### src/rtl/tree_adder_pkg.sv
// ----------------------------------------------------------------------------
// tree_adder_pkg
// Shared definitions for the tree adder grid and its command sequencer:
//   - broadcast command codes (also decoded by every grid element)
//   - load-source encoding carried by a reduction request
//   - sequencer state encoding
//   - decim_steps(): number of sum-decimate commands needed to fold a
//     GRID_DIM x GRID_DIM grid into its top-left element after the top load
// ----------------------------------------------------------------------------
package tree_adder_pkg;

    // Command codes broadcast on the grid cmd bus.
    localparam int unsigned CMD_HOLD               = 0;
    localparam int unsigned CMD_TOPLOAD_SHADOW_A   = 9;
    localparam int unsigned CMD_TOPLOAD_SHADOW_B   = 10;
    localparam int unsigned CMD_SUMDECIMATE        = 11;
    localparam int unsigned CMD_TOPLOAD_MULTIPLIER = 12;

    // Width of the optional completed-reduction counter.
    localparam int unsigned STAT_W = 16;

    // Source the grid top row loads from.
    typedef enum logic [1:0] {
        SRC_MULTIPLIER = 2'd0,
        SRC_SHADOW_A   = 2'd1,
        SRC_SHADOW_B   = 2'd2,
        SRC_RESERVED   = 2'd3
    } src_e;

    // Sequencer states.
    typedef enum logic [2:0] {
        ST_IDLE    = 3'd0,
        ST_LOAD    = 3'd1,
        ST_DECIM   = 3'd2,
        ST_CAPTURE = 3'd3,
        ST_DONE    = 3'd4
    } seq_state_e;

    // The top load already performs the first pairwise fold, so a grid of
    // side 2^n needs n-1 further decimation passes.
    function automatic int decim_steps(input int grid_dim);
        return $clog2(grid_dim) - 1;
    endfunction

endpackage

### src/rtl/tree_adder_sequencer.sv
// ----------------------------------------------------------------------------
// tree_adder_sequencer
// Initiator side of the tree adder command interface. Accepts a reduction
// request, broadcasts one top-load command followed by DECIM_STEPS
// sum-decimate commands to the grid, samples the top-left element's sum as
// the grid total and returns it over a valid/ready handshake.
//
// Optional feature: define TREE_ADDER_SEQ_STATS_EN to add stat_done_count,
// a wrapping count of error-free result handshakes.
//
// Ports:
//   clk             clock
//   rst             synchronous active-high reset
//   req_valid       reduction request valid
//   req_ready       sequencer idle and able to accept a request
//   req_src         load source (0 multiplier, 1 shadow A, 2 shadow B, 3 reserved)
//   cmd_out         command broadcast to every grid element
//   corner_sum_in   sumout of the top-left grid element
//   res_valid       result valid
//   res_ready       consumer accepts the result
//   res_data        reduced sum
//   res_err         request carried the reserved source
//   busy            sequencer not idle
//   stat_done_count (TREE_ADDER_SEQ_STATS_EN only) completed good reductions
// ----------------------------------------------------------------------------
module tree_adder_sequencer
    import tree_adder_pkg::*;
#(
    parameter int CMD_WIDTH      = 4,
    parameter int ADDER_DATASIZE = 16,
    parameter int GRID_DIM       = 8
) (
    input  logic                      clk,
    input  logic                      rst,
    input  logic                      req_valid,
    output logic                      req_ready,
    input  logic [1:0]                req_src,
    output logic [CMD_WIDTH-1:0]      cmd_out,
    input  logic [ADDER_DATASIZE-1:0] corner_sum_in,
    output logic                      res_valid,
    input  logic                      res_ready,
    output logic [ADDER_DATASIZE-1:0] res_data,
    output logic                      res_err,
    output logic                      busy
`ifdef TREE_ADDER_SEQ_STATS_EN
    ,
    output logic [STAT_W-1:0]         stat_done_count
`endif
);

    localparam int DECIM_STEPS = decim_steps(GRID_DIM);
    localparam int STEP_W      = (DECIM_STEPS > 1) ? $clog2(DECIM_STEPS) : 1;
    // Unreachable when DECIM_STEPS = 0 because DECIM is then never entered.
    localparam logic [STEP_W-1:0] STEP_LAST = STEP_W'(DECIM_STEPS - 1);

    seq_state_e                state_q, state_d;
    src_e                      src_q, src_d;
    logic [STEP_W-1:0]         step_q, step_d;
    logic [ADDER_DATASIZE-1:0] res_data_q, res_data_d;
    logic                      res_err_q, res_err_d;

`ifdef TREE_ADDER_SEQ_STATS_EN
    logic [STAT_W-1:0]         stat_cnt_q, stat_cnt_d;
`endif

    // ------------------------------------------------------------------
    // Next-state logic
    // ------------------------------------------------------------------
    always_comb begin
        // NOTE: every variable gets a default before the case so that no
        // path leaves it unassigned, which would otherwise infer a latch.
        state_d    = state_q;
        src_d      = src_q;
        step_d     = step_q;
        res_data_d = res_data_q;
        res_err_d  = res_err_q;

        unique case (state_q)
            ST_IDLE: begin
                if (req_valid) begin
                    src_d = src_e'(req_src);
                    if (src_e'(req_src) == SRC_RESERVED) begin
                        // Reject without touching the grid.
                        state_d    = ST_DONE;
                        res_data_d = '0;
                        res_err_d  = 1'b1;
                    end else begin
                        state_d = ST_LOAD;
                    end
                end
            end
            ST_LOAD: begin
                step_d  = '0;
                state_d = (DECIM_STEPS > 0) ? ST_DECIM : ST_CAPTURE;
            end
            ST_DECIM: begin
                if (step_q == STEP_LAST) begin
                    state_d = ST_CAPTURE;
                end else begin
                    step_d = step_q + STEP_W'(1);
                end
            end
            ST_CAPTURE: begin
                // Grid has settled under HOLD; the corner holds the total.
                res_data_d = corner_sum_in;
                res_err_d  = 1'b0;
                state_d    = ST_DONE;
            end
            ST_DONE: begin
                if (res_ready) begin
                    state_d = ST_IDLE;
                end
            end
            default: begin
                state_d = ST_IDLE;
            end
        endcase
    end

`ifdef TREE_ADDER_SEQ_STATS_EN
    always_comb begin
        stat_cnt_d = stat_cnt_q;
        if ((state_q == ST_DONE) && res_ready && !res_err_q) begin
            stat_cnt_d = stat_cnt_q + STAT_W'(1);
        end
    end
`endif

    // ------------------------------------------------------------------
    // State registers
    // ------------------------------------------------------------------
    // NOTE: sequential state uses non-blocking assignments so every flop
    // samples the pre-edge values regardless of statement order.
    always_ff @(posedge clk) begin
        if (rst) begin
            state_q    <= ST_IDLE;
            src_q      <= SRC_MULTIPLIER;
            step_q     <= '0;
            res_data_q <= '0;
            res_err_q  <= 1'b0;
`ifdef TREE_ADDER_SEQ_STATS_EN
            stat_cnt_q <= '0;
`endif
        end else begin
            state_q    <= state_d;
            src_q      <= src_d;
            step_q     <= step_d;
            res_data_q <= res_data_d;
            res_err_q  <= res_err_d;
`ifdef TREE_ADDER_SEQ_STATS_EN
            stat_cnt_q <= stat_cnt_d;
`endif
        end
    end

    // ------------------------------------------------------------------
    // Outputs: decoded from registered state only, so the grid never sees
    // a combinational path from the request or result handshakes.
    // ------------------------------------------------------------------
    always_comb begin
        cmd_out = CMD_WIDTH'(CMD_HOLD);
        unique case (state_q)
            ST_LOAD: begin
                unique case (src_q)
                    SRC_MULTIPLIER: cmd_out = CMD_WIDTH'(CMD_TOPLOAD_MULTIPLIER);
                    SRC_SHADOW_A:   cmd_out = CMD_WIDTH'(CMD_TOPLOAD_SHADOW_A);
                    SRC_SHADOW_B:   cmd_out = CMD_WIDTH'(CMD_TOPLOAD_SHADOW_B);
                    default:        cmd_out = CMD_WIDTH'(CMD_HOLD);
                endcase
            end
            ST_DECIM: cmd_out = CMD_WIDTH'(CMD_SUMDECIMATE);
            default:  cmd_out = CMD_WIDTH'(CMD_HOLD);
        endcase
    end

    assign req_ready = (state_q == ST_IDLE);
    assign busy      = (state_q != ST_IDLE);
    assign res_valid = (state_q == ST_DONE);
    assign res_data  = res_data_q;
    assign res_err   = res_err_q;

`ifdef TREE_ADDER_SEQ_STATS_EN
    assign stat_done_count = stat_cnt_q;
`endif

endmodule

### config.mk
export PLATFORM = sky130hd
export DESIGN_NAME = tree_adder_sequencer
export DESIGN_NICKNAME = d
export VERILOG_FILES = /design/src/rtl/tree_adder_pkg.sv /design/src/rtl/tree_adder_sequencer.sv
export SDC_FILE = /design/constraint.sdc
export NUM_CORES = 1
export LEC_CHECK = 0
export BUFFER_PORTS_ARGS = -buffer_cell sky130_fd_sc_hd__buf_2
export CORE_UTILIZATION = 45
export DETAILED_ROUTE_END_ITERATION = 12
export HOLD_SLACK_MARGIN = 0.12
export PLACE_DENSITY = 0.71
export SYNTH_ARGS = -nofsm -noshare
export SYNTH_HDL_FRONTEND = slang
export SYNTH_SLANG_ARGS = --single-unit
### constraint.sdc
create_clock -name clk -period 1.52 [get_ports clk]
set_input_delay 0.152 -clock clk [delete_from_list [all_inputs] [get_ports clk]]
set_output_delay 0.152 -clock clk [all_outputs]
set_load 0.005 [all_outputs]
Word level (Yosys, flattened, before mapping)
Index checks and enable logic that the tools add are counted.

storage, ports and cells
  input bits = 22
  register bits = 23
  output and inout port bits = 24
  logic and storage cells = 40

operators by class
  multiplexer cells = 15
  add/subtract/negate cells = 1
  reduce and logical (&&, ||, !) cells = 8
  eq/ne operators = 11

operator list
  kind                 count
  $mux 16              2
  $pmux 16 s2          1
  $pmux 3 s5           1
  $mux 3               4
  $pmux 4 s3           1
  $pmux 4 s2           1
  $eq 3x2->1 const B   2
  $reduce_and 3->1     2
  $eq 2x2->1 const B   2
  $ne 2x1->1 const B   2
  $ne 2x2->1 const B   2
  $pmux 1 s2           2
  $reduce_bool 2->1    2
  $eq 3x1->1 const B   1
  $eq 3x3->1 const B   1
  $logic_not 3->1      1
  $mux 1               3
  $reduce_bool 3->1    1
  $eq 2x1->1 const B   1
  $logic_not 2->1      1
  $reduce_and 2->1     1
  $add 1x1->1 const B  1

Depth between registers and ports, before layout
Gate-level depths: netlist of run 1.

  depth in word-level cells = 4
  mapped depth = 6
  mapped depth without buffers = 3

Least setup slack after synthesis of run 1
OpenSTA, ideal clock, no wires.

  path type = register to output
  start = register state_q[1]
  end = output cmd_out[0]
  path buffers = 0
  arrival time = 1071 ps
  data required time = 1368 ps
  cell stages (with the launch flop) = 4
  setup slack = 297 ps
  path through = dfxtp_1 nand2b_1 or3b_1 a21oi_1

between the ends
  cells in the longest elaborated chain, start to end = 2
  elaborated cells between the ends (all ways) = 3
  classes of those cells = eq/ne: 2; mux: 1

RTL lines
  what                                             line                         text
  from (decl)                                      tree_adder_sequencer.sv:56   seq_state_e state_q, state_d;
  from (signal assigned)                           tree_adder_sequencer.sv:145  state_q <= state_d;
  $eq 3x2->1 / $eq 3x1->1 (equally long branches)  tree_adder_sequencer.sv:162  unique case (state_q)
  $pmux 4 s2 (*)                                   tree_adder_sequencer.sv:162
  to (decl)                                        tree_adder_sequencer.sv:38   output logic [CMD_WIDTH-1:0] cmd_out,

Mark *: on every way between the ends. The rest lies on a longest branch, timed or not.

Worst setup path after layout of run 1
  start = register state_q[1]
  end = output cmd_out[1]

The elaborated chain is that of the path after synthesis.

==> run summary, run 1 <==
Mapped Area: 0.00120 sq mm
slew of the pin with the lowest slew margin: 0.516 ns
CP bufs+invs: 1
critical path depth: 4
fmax: 660 MHz
Final WS setup: 0.00430 ns
gr ovfl total: 0
Area contributors post-synth: dfxtp_1 (38%), o211ai_1 (10%), a22oi_2 (7.3%), a22oi_1 (6.2%), nand2_1 (5.6%)
Simple-Gate Fraction of Synth Area: 0.176
status: completed
unrepaired setup endpoints after global routing: true
combinational family with the most area after synthesis: compound AO/OA/AOI/OAI gates
Place WS: 0.0342 ns
global-route wire length before repair: 4.59 mm
critical path, cell by cell: nand2b_4, or3b_1, a21oi_1, buf_2
area share of fa/ha/maj cells after synthesis: 0
WHS Path Cells: 3
Placed Instances: 195
die footprint: 0.00289 sq mm
worst-path fanout max: 3
number of synthesized flops with an enable pin: 0
final WL: 3.02 mm
post-route antenna net violation count: 0
routability-driven placement congestion ratio: 0.744
net count after synthesis: 149
Crit Path Category: reg -> out
Max clock buf depth: 2
compound-gate portion of the synthesized area: 0.323
Rows: 18
CP Capture Type: primary output
syn_area_per_cell: 9.48 sq um
wire per inst: 13.9 microns
Post-Layout Cell Count: 218
Sink Count: 23
initial core utilization: 0.481
H-Tree Depth: 1
routed vias/inst: 5.68
Slew headroom: 0.655
1st-pass router iterations: 4
Worst VDD drop: 0.567 mV
Ys Warns: 0
Worst setup SP type: register
xor/xnor share of the synthesized area: 0
Synth area leader: dfxtp_1
Max Cap Viol: 0
Slew Viols, Final: 0
Post-synth ARST share: 0
vias: 1,239
TritonCTS clock tree: yes
required time of the critical path: 1.37 ns
IO Pins: 46
Crit-path slowest cell: dfxtp_2
DPL Wire Length: 1.91 mm
crit path time final: 1.52 ns
period utilization: 0.997
1st-iter DRT viols: 17
final setup TNS: 0 ns
Critical Path AT: 1.36 ns
Total Nets Final: 211
max incr delay on CP: 0.34 ns
port buffer count: 45
post-synth top area share: 0.383
antenna violations before repair: 0
Seq/Total Area, Yosys: 0.383
Final Skew: 0.0141 ns
CORE AREA: 0.00250 sq mm
Netlist cell types: 33
synthesis-stage register bit count: 23
multiplexer share of the synthesized area: 0.0260
Hold Fails Final Rpt: 0
Post-route DRC: 0
CTS buffer count: 3
endpoints failing setup: 0
leakage power figure: 0.771 nW
vias in the first global route: 1,027
most common flop cell mapped by yosys: dfxtp_1
CP delay by family, top: simple AND/OR/NAND/NOR gates
FF-to-FF path depth: 5
pwr dens: 742 mW/mm^2
n_diodes: 0
clk_lat worst skew: 0.32 ns
total chip power: 1.22 mW
P&R area growth vs syn: 37.1%
Post-Syn Instances: 127
share of layout cells above drive strength 1: 0.410
clk slew on worst S/H paths: 0.13 ns
count leader, synth: dfxtp_1
post-layout util: 0.660
Hold Path Class: in -> reg
Root Driver: clkbuf_4
Die X-Extent: 53.7 microns
gr usage total: 0.224
largest net degree at the start of global routing: 17
most frequent cells after synthesis: dfxtp_1 (23), nand2_1 (18), o211ai_1 (16)
die height: 53.7 microns
## per-layer routing
metal | GRT usage | wire length [microns]
met5 | 0 | 0
met4 | 0.118 | 48
met3 | 0.0395 | 160
met2 | 0.383 | 1460
met1 | 0.263 | 1360
## cells in the final DEF, fill, tap and decap left out, types with 6 or more instances in the layout
| cell | n |
|---|---|
| nand2_1 | 17 |
| buf_4 | 8 |
| dfxtp_1 | 21 |
| dlygate4sd3_1 | 16 |
| buf_2 | 45 |
| a22oi_2 | 7 |
| a22oi_1 | 10 |
| o211ai_1 | 16 |
| a21oi_1 | 6 |
## where the power goes
group	internal [mW]	switching, mW
Combinational	0.153	0.147
Sequential	0.624	0.0190
Clock	0.0985	0.183
## worst reg2reg max path: stages, from the launching register on
cell and delay [ns]:
dfxtp_2 0.34, buf_4 0.13, buf_6 0.15, nor4b_4 0.36, mux2i_1 0.24, nor2_1 0.05
## per-stage QoR
stage	instance area, sq um	hold WS [ns]
final	1650	0.137
after global routing	1650	0.124
after CTS	1630	0.133
after detailed placement	1410	0.386
after global placement	1410	0.381
after floorplan	1200	0.283
## flip-flops by register name, summed over array words and instances (netlist names)
name and cells:
res_data 16, state_q 3, src_q 2, res_err 1, step_q 1
## repair_timing
action,in CTS,in global routing
cloned,0,0
pin swaps,3,1
setup buffers,2,1
gates resized for setup,5,5
endpoints found under the setup margin,3,20
hold endpoints to repair,16,0
hold buffers,16,0
## cells by family (layout without fill, tap and decap cells)
kind of cell,Yosys count,count (layout)
compound gates,48,48
mux,3,3
flops,23,23
simple gates,37,37
buf+inv,16,77
## path summary, 6_finish.rpt
path              start         end  slack [ns]
max          state_q[1]  cmd_out[1]       0.004
min           res_ready  state_q[2]        0.14
max reg2reg  state_q[1]    src_q[1]        0.17
min reg2reg     res_err     res_err        0.49
## final cells by class
class	count	area, sq um
Multi-Input combinational cell	88	652
Tap cell	30	37.5
Timing Repair Buffer	70	457
Fill cell	204	850
Clock inverter	1	5.00
Sequential cell	23	465
Clock buffer	3	22.5
Inverter	3	11.3
Note: power is estimated with default switching activity, not from simulation.
==> inputs of run 2 (changes only) <==
- ABC_AREA: default -> 1
- RECOVER_POWER: default -> 100
==> run 2 against run 1 <==
- register-to-register slack lost 0.096 ns
- cell count increased by 28%
- critical endpoint is now res_data[5]
- via count up 7.5%
- global-route usage is 1.4 points lower
- highest routed layer unchanged
- critical path type is now reg -> reg
- flip-flop and latch count stayed put
- setup slack improved by 0.069 ns
- sequential power grew 65%
- non-clock buffer count shrank 10
==> run summary, run 2 <==
routed vias/inst: 4.79 (-16%)
Post-synth ARST share: 0 (unchanged)
Die X-Extent: 54.9 microns (+2.2%)
gr ovfl total: 0 (unchanged)
Worst setup SP type: register
die footprint: 0.00302 sq mm (+4.5%)
gr usage total: 0.210 (-0.0136)
compound-gate portion of the synthesized area: 0.0348 (-0.289)
post-route antenna net violation count: 0 (unchanged)
1st-pass router iterations: 4 (unchanged)
Simple-Gate Fraction of Synth Area: 0.425 (+0.249)
CP most frequent cell: nand2_1
Hold Fails Final Rpt: 0 (unchanged)
Critical Path AT: 1.67 ns (+0.31 ns)
Synth area leader: dfxtp_1
area share of fa/ha/maj cells after synthesis: 0 (unchanged)
clk slew on worst S/H paths: 0.13 ns (about the same)
Max Cap Viol: 0 (unchanged)
slew of the pin with the lowest slew margin: 0.456 ns (-0.0607 ns)
most common cell after layout, fill and taps aside: buf_2
flip-flop and latch area: 468 sq um (+0.54%)
Hold Path Class: in -> reg
n_diodes: 0 (unchanged)
xor/xnor share of the synthesized area: 0 (unchanged)
period utilization: 0.952 (-0.0456)
CORE AREA: 0.00257 sq mm (+2.7%)
Area contributors post-synth: dfxtp_1 (37%), nand2_1 (13%), inv_1 (12%), nand4_1 (8.4%), nand3_1 (8.3%)
die height: 54.9 microns (+2.2%)
Ys Warns: 0 (unchanged)
post-synth top area share: 0.365 (-0.0171)
CP Capture Type: register
share of layout cells above drive strength 1: 0.310 (-0.0991)
status: completed
most frequent cells after synthesis: nand2_1 (42), inv_1 (40), dfxtp_1 (23)
number of synthesized flops with an enable pin: 0 (unchanged)
CTS buffer count: 3 (unchanged)
Worst VDD drop: 1.32 mV (+130%)
Slew Viols, Final: 0 (unchanged)
vias in the first global route: 1,060 (+3.2%)
Sink Count: 23 (unchanged)
net count after synthesis: 215 (+44%)
Rows: 18 (unchanged)
wire per inst: 10.6 microns (-23%)
antenna violations before repair: 0 (unchanged)
multiplexer share of the synthesized area: 0 (-0.0260)
Post-Layout Cell Count: 278 (+28%)
routability-driven placement congestion ratio: 0.774 (+4.1%)
global-route wire length before repair: 4.50 mm (-2.0%)
pwr dens: 2090 mW/mm^2 (+180%)
clk_lat worst skew: 0.31 ns (about the same)
Post-Syn Instances: 193 (+52%)
1st-iter DRT viols: 22 (+5)
leakage power figure: 0.889 nW (+15%)
worst-path fanout max: 9 (+6)
Total Nets Final: 271 (+28%)
Crit-path slowest cell: dfxtp_4
Crit Path Category: reg -> reg
most frequent cells in the layout: buf_2 (45), nand2_1 (40), inv_1 (37)
Slew headroom: 0.694 (+0.0389)
required time of the critical path: 1.75 ns (+0.38 ns)
DPL Wire Length: 1.92 mm (+0.90%)
P&R area growth vs syn: 32.3%
Post-route DRC: 0 (unchanged)
Netlist cell types: 22 (-33%)
fmax: 691 MHz (+4.8%)
unrepaired setup endpoints after global routing: true
total chip power: 3.48 mW (+180%)
most common flop cell mapped by yosys: dfxtp_1
TritonCTS clock tree: yes
Root Driver: clkbuf_4
max reg flops: 16 (unchanged)
combinational family with the most area after synthesis: simple AND/OR/NAND/NOR gates
Final Skew: 0.0105 ns (-0.00359 ns)
synthesis-stage register bit count: 23 (unchanged)
Multi-input gate area: 619 sq um (-5.0%)
max incr delay on CP: 0.38 ns (+0.04 ns)
H-Tree Depth: 1 (unchanged)
final WL: 2.96 mm (-2.1%)
vias: 1,332 (+7.5%)
IO Pins: 46 (unchanged)
port buffer count: 45 (unchanged)
Seq/Total Area, Yosys: 0.365 (-0.0171)
endpoints failing setup: 0 (unchanged)
critical path, cell by cell: buf_4, nor2_4, nand3_1, nand3_2, nand2_1, nand2_1, nor2_1
Mapped Area: 0.00126 sq mm (+4.7%)
syn_area_per_cell: 6.53 sq um (-31%)
initial core utilization: 0.491 (+0.00926)
Fillers: 236 (+16%)
Max clock buf depth: 2 (unchanged)
count leader, synth: nand2_1
crit path time final: 1.45 ns (-0.0693 ns)
Placed Instances: 264 (+35%)
largest net degree at the start of global routing: 20 (+3)
-- run 2: changes by cell type after synthesis, moves of 4 or more --
cell | previous run | this run
nand2b_1 | 4 | 0
nor2_1 | 3 | 21
inv_1 | 3 | 40
a22oi_2 | 7 | 0
nand3_1 | 1 | 21
nand2_1 | 18 | 42
a22oi_1 | 10 | 0
nand4_1 | 0 | 17
o211ai_1 | 16 | 0
-- run 2: kinds of logic after synthesis --
| kind of cell | after synthesis |
|---|---|
| AO/OA/AOI/OAI | 8 |
| buffers and inverters | 52 |
| flip-flops | 23 |
| AND/OR/NAND/NOR | 110 |
-- run 2: final cells by class --
class,instances,area share
inverter,42,0.0976
timing repair buffer,60,0.212
tap,30,0.0225
multi-input combinational,119,0.372
clock buffer,4,0.0158
sequential,23,0.281
-- run 2: power by group --
part           internal (mW)  switching, mW  total (mW)
Combinational          0.894           1.24        2.14
Clock                  0.103          0.181       0.284
Sequential             0.885          0.171        1.06
-- run 2: path summary, 6_finish.rpt --
| kind | cells past startpoint | from | to | slack (ns) |
|---|---|---|---|---|
| worst max register to register | 7 | state_q[0] | res_data[5] | 0.07 |
| worst max-delay path | 7 | state_q[0] | res_data[5] | 0.07 |
| worst min-delay path | 3 | res_ready | state_q[2] | 0.14 |
| worst min register to register | 2 | res_err | res_err | 0.46 |
-- run 2: repair_timing --
action | 4_1_cts | 5_1_grt
setup buffers | 4 | 2
gates cloned | 0 | 1
setup endpoints to repair | 4 | 4
resized for setup | 5 | 13
hold endpoints to repair | 6 | 0
hold buffers | 3 | 0
pin swaps | 0 | 3
-- run 2: metal layers --
metal	wire (microns)	global-route usage
met2	1370	0.345
met3	220	0.0601
met5	0	0
met4	33	0.0583
met1	1340	0.267
-- run 2: critical path, delay by kind of cell, from the launching register on --
family        cells  cell delay [ns]
buf+inv           1             0.16
flops             1             0.38
simple gates      6             0.85
-- run 2: stage by stage --
step            util  hold slack [ns]  cell area, sq um  setup TNS (ns)  setup WS, ns
6_report       0.649            0.137              1670               0        0.0736
4_1_cts        0.625            0.125              1600               0        0.0211
5_1_grt        0.649            0.121              1670         -0.0167       -0.0167
3_5_place_dp   0.586            0.413              1510               0         0.104
3_3_place_gp   0.586            0.416              1510               0         0.150
2_1_floorplan      -            0.221              1260               0         0.268
